<file path="src/rtl/uart_rx.sv">
// UART receiver: 2-flop rxd synchronizer, prescaled oversampling bit grid aligned to the
// detected start edge, LSB-first shift register and a one-cycle data-ready strobe.
module uart_rx #(
   parameter int         data_bits                 = 8,
   parameter int         received_bit_counter_bits = 3,
   parameter int         bit_cell_counter_bits     = 4,
   parameter logic [2:0] br                        = 3'b000
) (
   input  logic                 sysclk,
   input  logic                 rst_n,
   input  logic                 rxd,
   output logic [data_bits-1:0] RDR,
   output logic                 rxd_readyH
);

   localparam logic [2:0] IDLE      = 3'd0;
   localparam logic [2:0] START     = 3'd1;
   localparam logic [2:0] DATA      = 3'd2;
   localparam logic [2:0] STOP      = 3'd3;
   localparam logic [2:0] WAIT_HIGH = 3'd4;

   localparam int unsigned DIV = 32'd3 << br;
   localparam int          PW  = $clog2(DIV);
   localparam int          CW  = bit_cell_counter_bits;
   localparam int          BW  = received_bit_counter_bits;

   localparam logic [PW-1:0] PRESC_LAST = PW'(DIV - 1);
   localparam logic [CW-1:0] CELL_MID   = CW'((1 << (CW - 1)) - 1);
   localparam logic [CW-1:0] CELL_LAST  = '1;
   localparam logic [BW-1:0] BIT_LAST   = BW'(data_bits - 1);

   logic                 sync0_q, sync0_d;
   logic                 sync1_q, sync1_d;
   logic [2:0]           state_q, state_d;
   logic [PW-1:0]        presc_q, presc_d;
   logic [CW-1:0]        cell_q, cell_d;
   logic [BW-1:0]        bit_q, bit_d;
   logic [data_bits-1:0] shift_q, shift_d;
   logic [data_bits-1:0] rdr_q, rdr_d;
   logic                 ready_q, ready_d;
   logic                 rxd_s;
   logic                 tick;

   assign rxd_s = sync1_q;
   assign tick  = (presc_q == PRESC_LAST);

   always_comb begin
      sync0_d = rxd;
      sync1_d = sync0_q;
      state_d = state_q;
      presc_d = tick ? '0 : presc_q + PW'(1);
      cell_d  = cell_q;
      bit_d   = bit_q;
      shift_d = shift_q;
      rdr_d   = rdr_q;
      ready_d = 1'b0;

      case (state_q)
         IDLE: begin
            // Restarting the prescaler here lines the bit grid up with the falling edge.
            if (!rxd_s) begin
               state_d = START;
               cell_d  = '0;
               presc_d = '0;
            end
         end
         START: begin
            if (tick) begin
               if (cell_q == CELL_MID) begin
                  if (rxd_s) begin
                     state_d = IDLE;
                  end else begin
                     state_d = DATA;
                     cell_d  = '0;
                     bit_d   = '0;
                  end
               end else begin
                  cell_d = cell_q + CW'(1);
               end
            end
         end
         DATA: begin
            if (tick) begin
               cell_d = cell_q + CW'(1);
               if (cell_q == CELL_LAST) begin
                  shift_d = {rxd_s, shift_q[data_bits-1:1]};
                  bit_d   = bit_q + BW'(1);
                  if (bit_q == BIT_LAST) begin
                     state_d = STOP;
                  end
               end
            end
         end
         STOP: begin
            if (tick) begin
               cell_d = cell_q + CW'(1);
               if (cell_q == CELL_LAST) begin
                  if (rxd_s) begin
                     rdr_d   = shift_q;
                     ready_d = 1'b1;
                     state_d = IDLE;
                  end else begin
                     state_d = WAIT_HIGH;
                  end
               end
            end
         end
         WAIT_HIGH: begin
            if (rxd_s) begin
               state_d = IDLE;
            end
         end
         default: state_d = IDLE;
      endcase
   end

   always_ff @(posedge sysclk or posedge rst_n) begin
      if (rst_n) begin
         sync0_q <= 1'b1;
         sync1_q <= 1'b1;
         state_q <= IDLE;
         presc_q <= '0;
         cell_q  <= '0;
         bit_q   <= '0;
         shift_q <= '0;
         rdr_q   <= '0;
         ready_q <= 1'b0;
      end else begin
         sync0_q <= sync0_d;
         sync1_q <= sync1_d;
         state_q <= state_d;
         presc_q <= presc_d;
         cell_q  <= cell_d;
         bit_q   <= bit_d;
         shift_q <= shift_d;
         rdr_q   <= rdr_d;
         ready_q <= ready_d;
      end
   end

   assign RDR        = rdr_q;
   assign rxd_readyH = ready_q;

endmodule

</file>
<file path="config.mk">
export PLATFORM = sky130hd
export DESIGN_NAME = uart_rx
export DESIGN_NICKNAME = d
export VERILOG_FILES = /design/src/rtl/uart_rx.sv
export SDC_FILE = /design/constraint.sdc
export NUM_CORES = 1
export LEC_CHECK = 0
export BUFFER_PORTS_ARGS = -buffer_cell sky130_fd_sc_hd__buf_2
export CAP_MARGIN = 30
export CORE_MARGIN = 2
export CORE_UTILIZATION = 58
export CTS_CLUSTER_DIAMETER = 120
export DETAILED_ROUTE_END_ITERATION = 12
export HOLD_SLACK_MARGIN = 0.12
export PLACE_DENSITY = 0.8
export SLEW_MARGIN = 20
export SYNTH_ARGS = -nofsm -noshare
export SYNTH_HDL_FRONTEND = slang
export SYNTH_SLANG_ARGS = --single-unit
</file>
<file path="constraint.sdc">
create_clock -name sysclk -period 2.4 [get_ports sysclk]
set_input_delay 0 -clock sysclk [delete_from_list [all_inputs] [get_ports sysclk]]
set_output_delay 0 -clock sysclk [all_outputs]
set_load 0.02 [all_outputs]
</file>
---- Yosys cells after proc, flatten, opt, wreduce, memory -nomap -nowiden ----
Index checks and enable logic that the tools add are counted.
storage, ports and cells
  register bits after elaboration ......... 31
  output and inout port bits .............. 9
cells by class
  add/sub/neg operators ................... 3
  equal/unequal tests ..................... 19
  muxes and demuxes ....................... 30
  reductions and logical operators ........ 9
operators with widths
  cell                 count
  $mux 3               15
  $ne 2x2->1 const B   10
  $mux 4               4
  $pmux 3 s5           1
  $pmux 4 s3           1
  $reduce_and 9->1     1
  $mux 2               4
  $eq 3x2->1 const B   2
  $eq 3x3->1 const B   2
  $pmux 3 s2           1
  $reduce_and 3->1     2
  $reduce_and 6->1     1
  $add 4x1->4 const B  1
  $eq 4x3->1 const B   1
  $eq 4x4->1 const B   1
  $mux 1               4
  $reduce_and 4->1     1
  $add 3x1->3 const B  1
  $eq 3x1->1 const B   1
  $logic_not 3->1      1
  $reduce_bool 3->1    1
  $add 2x1->2 const B  1
  $eq 2x2->1 const B   1
  $ne 2x1->1 const B   1
  other kinds (2)      2

---- Longest topological paths before layout ----
  word-level depth ........................ 5
  gate-level depth with buffers ........... 6

---- Worst setup path after synthesis ----
No wires, ideal clock.
  path type ............................... register to register
  start ................................... register cell_q[0]
  end ..................................... register shift_q[0]
  library setup time ...................... 125 ps
  arrival ................................. 1,582 ps
  data required time ...................... 2,275 ps
  setup slack ............................. 693 ps
  cell stages (with the launch flop) ...... 7
  path buffers ............................ 1
  path through ............................ dfrtp_1 -> ha_1 -> nand2_2 -> nor3_4 -> and3_4 -> buf_12 -> mux2_4
on the way
  cells in the longest elaborated chain, start to end .. 2
ends and longest elaborated chain
  what                        line  RTL
  start: declaration          36    logic [CW-1:0] cell_q, cell_d;
  start signal: assignment    133   cell_q <= cell_d;
  $eq 4x4->1                  85    if (cell_q == CELL_LAST) begin
  $reduce_and 3->1 (no line)  n/a
  end signal: assignment      135   shift_q <= shift_d;
  end: declaration            38    logic [data_bits-1:0] shift_q, shift_d;
No other way between the ends.
A chain may end at the register's enable or synchronous reset.

---- Worst setup path in the final report ----
  start ................................... register cell_q[0]
  end ..................................... register shift_q[7]
The elaborated chain is that of the path after synthesis.

==> metrics.md <==
| Metric | Value |
|---|---|
| Required time of the critical path | `approximately 2.6 ns` |
| Synth-to-Final Area Change | `11.5%` |
| Post-Synth Adder-Cell Area | `0.0257` |
| Clock latency on the worst-skew pair | `between 0.3 and 0.4 ns` |
| Die area | `roughly 3000 um2` |
| Dominant synthesized flop cell | `dfrtp_1` |
| Post-route ant nets | `0` |
| CTS tree | `yes` |
| Setup Crit Path Kind | `reg -> reg` |
| Initial antenna violation count | `0` |
| Final worst clock skew | `~0.010 ns` |
| Clock Path Buffers | `2` |
| Final Critical Period | `between 1.5 and 2 ns` |
| Synthesized area | `~1500 um2` |
| Compound-Gate Fraction of Synth Area | `0.128` |
| Setup_tns | `0 ns` |
| PortBufs | `11` |
| Dpl cells | `about 150` |
| Setup repair bufs after CTS | `0` |
| Vias in the first global route | `880` |
| HPWL after detailed placement | `about 1700 um` |
| Setup slack, reg-to-reg | `around 0.53 ns` |
| Fmax | `approximately 0.54 GHz` |
| Post-synthesis simple-gate area fraction | `0.114` |
| Routed wire length | `around 2500 um` |
| Post-synth top area share | `0.497` |
| GPL Wtd Cong | `between 0.8 and 0.9` |
| Tcrit/Tclk final | `0.778` |
| # diodes | `0` |
| Slew Limit Headroom | `0.675` |
| Clock slew at reported path FFs | `0.10 ns` |
| Via count of the routed design | `between 900 and 1,000` |
| Clock root cell | `clkbuf_4` |
| Syn Nets | `between 100 and 150` |
| Outcome | `finished clean` |
| Die width | `between 50 and 60 um` |
| Initial drt markers | `10` |
| Cell with the most instances after synthesis | `dfrtp_1` |
| Die Span Y | `between 50 and 60 um` |
| Max Slew Vio Count | `0` |
| Via density per instance | `around 5.8` |
| Total CTS buffers | `5` |
| Kind of end point of the critical path | `register` |
| Synth Area in XOR/XNOR | `0.00599` |
| Slowest cell on crit path | `dfrtp_1` |
| Max-cap violations | `0` |
| Avg Cell Area, Syn | `approximately 13 um2` |
| Tot GR Track Use | `0.217` |
| Synthesized netlist cell count | `between 100 and 150` |
| Fraction of layout cells with a size suffix above 1 | `0.383` |
| Unrepaired setup endpoints after global routing | `no` |
| Site Rows | `18` |
| # DRC | `0` |
| Nets | `approximately 130` |
| Count of final hold-check violations | `0` |
| Worst reg2reg startpoint | `cell_q[0]` |
| Core box area | `between 2000 and 2500 um2` |
| Largest net degree at the start of global routing | `32` |
| Worst R2R Path Depth | `5` |
| Synth area leaders | `dfrtp_1 (50%), mux2_2 (8.5%), mux2_4 (7.2%)` |
| Worst path max stage delay | `about 0.39 ns` |
| Leading area contributor after synthesis | `dfrtp_1` |
| Unique masters post-synth | `40` |
| Pwr dens | `between 900 and 1000 nW/um2` |
| Fin util | `0.670` |
| Mux cell area share after synthesis | `0.157` |
| Synth cell count leaders | `dfrtp_1 (29), mux2_2 (11), mux2_4 (7)` |
| GRT Residual Overflow | `0` |
| YS warnings | `0` |
| H-tree depth | `2` |
| Post-cts sizing count | `0` |
| Io pins | `12` |
| Leak | `slightly above 0.8 nW` |
| Largest family of logic cells by synthesized area | `multiplexers` |
| Crit-path max FO | `11` |
| CP bufs+invs | `0` |
| Worst reg2reg endpoint | `shift_q[7]` |
| Post-synth ARST share | `1.00` |
| First-pass GRT wire length | `around 4200 um` |
| Final setup fails | `0` |
| Slew @ Worst Pin | `approximately 0.5 ns` |
| Worst Hold Class | `in -> async` |
| Wire length per cell | `~16 um` |
| VDD IR max | `0.689 mV` |
| Seq cells post-synth | `31` |
| Crit path max-delay family | `simple AND/OR/NAND/NOR gates` |
| Worst setup SP type | `register` |
| Number of synthesized flops with an enable pin | `0` |
| First-pass DRT Iterations | `4` |
| WHS | `approximately 0.26 ns` |
| Cell Chain, Critical Path | `ha_1 > nand2_2 > nor3_4 > and3_4 > mux2_2` |
| Starting density of the core | `0.601` |
| TritonCTS Sinks | `31` |
| Sequential-to-total area share from yosys stat | `0.533` |
| Worst path arrival time | `roughly 2.1 ns` |
| Finished Layout Cells | `158` |
-- cell type report --
type | instances | area, um2
Clock buffer | 6 | 51.3
Clock inverter | 2 | 35.0
Fill cell | 186 | 803
Inverter | 4 | 15.0
Multi-Input combinational cell | 71 | 629
Sequential cell | 31 | 778
Tap cell | 30 | 37.5
Timing Repair Buffer | 14 | 82.6
-- how the worst max path moves through the flow --
stage / start / end / cells after the start
floorplan: cell_q[0] / shift_q[0] / 6
global placement: cell_q[0] / shift_q[7] / 5
detailed placement: cell_q[0] / shift_q[7] / 5
CTS: cell_q[0] / shift_q[7] / 5
global route: cell_q[0] / shift_q[7] / 5
finish: cell_q[0] / shift_q[7] / 5
-- repair_timing --
| item | CTS | global route |
|---|---|---|
| setup endpoints to repair | 0 | 0 |
| hold endpoints to repair | 32 | 0 |
| hold buffers | 2 | 0 |
-- cell usage in the layout (no fill, tap or decap), types with 3 or more instances in the layout --
| cell | n |
|---|---|
| buf_2 | 11 |
| mux2_4 | 7 |
| clkbuf_4 | 5 |
| dfrtp_1 | 29 |
| mux2_2 | 11 |
| inv_1 | 3 |
| ha_1 | 3 |
| o21ai_0 | 5 |
| a22o_1 | 4 |
| a21oi_1 | 4 |
| nor2_1 | 4 |
-- state kept, by name (all words and copies together), names as in the netlist --
name	count
RDR	8
cell_q	4
bit_q	3
sync0_q	1
rxd_s	1
presc_q	2
rxd_readyH	1
state_q	3
shift_q	8
-- tightest hold or removal path, stage by stage --
cell and delay, ns:
dlygate4sd3_1 0.53, buf_2 0.12, inv_1 0.04, buf_4 0.34
-- layer usage --
| metal | global-route usage | vias up | part of all wire |
|---|---|---|---|
| met4 | 0.117 | 0 | 0.023 |
| met3 | 0.0861 | 6 | 0.043 |
| met1 | 0.290 | 453 | 0.44 |
| li1 | - | 438 | - |
| met5 | 0 | - | 0 |
| met2 | 0.299 | 17 | 0.49 |
-- cell families (layout without fill, tap and decap cells) --
| group | count (synthesis) | after routing |
|---|---|---|
| AOI/OAI and AO/OA | 26 | 26 |
| xor gates and xnor gates | 1 | 1 |
| adders and majority gates | 3 | 3 |
| buffers and inverters | 9 | 26 |
| DFF | 31 | 31 |
| muxes | 18 | 18 |
| and+or+nand+nor | 23 | 23 |
-- power breakdown --
part	internal (mW)	total (mW)	switching (mW)	leakage, nW
registers	0.601	0.703	0.102	0.406
logic	0.192	0.380	0.189	0.351
clock network	0.246	0.430	0.184	0.0482
-- stage by stage --
| step | total power [mW] | setup WS (ns) | area, um2 |
|---|---|---|---|
| global route | 1.62 | 0.374 | 1630 |
| finish | 1.51 | 0.533 | 1630 |
| global placement | 1.07 | 0.609 | 1520 |
| floorplan | 1.02 | 0.693 | 1460 |
| CTS | 1.53 | 0.521 | 1630 |
| detailed placement | 1.09 | 0.533 | 1520 |
Note: power is estimated with default switching activity, not from simulation.
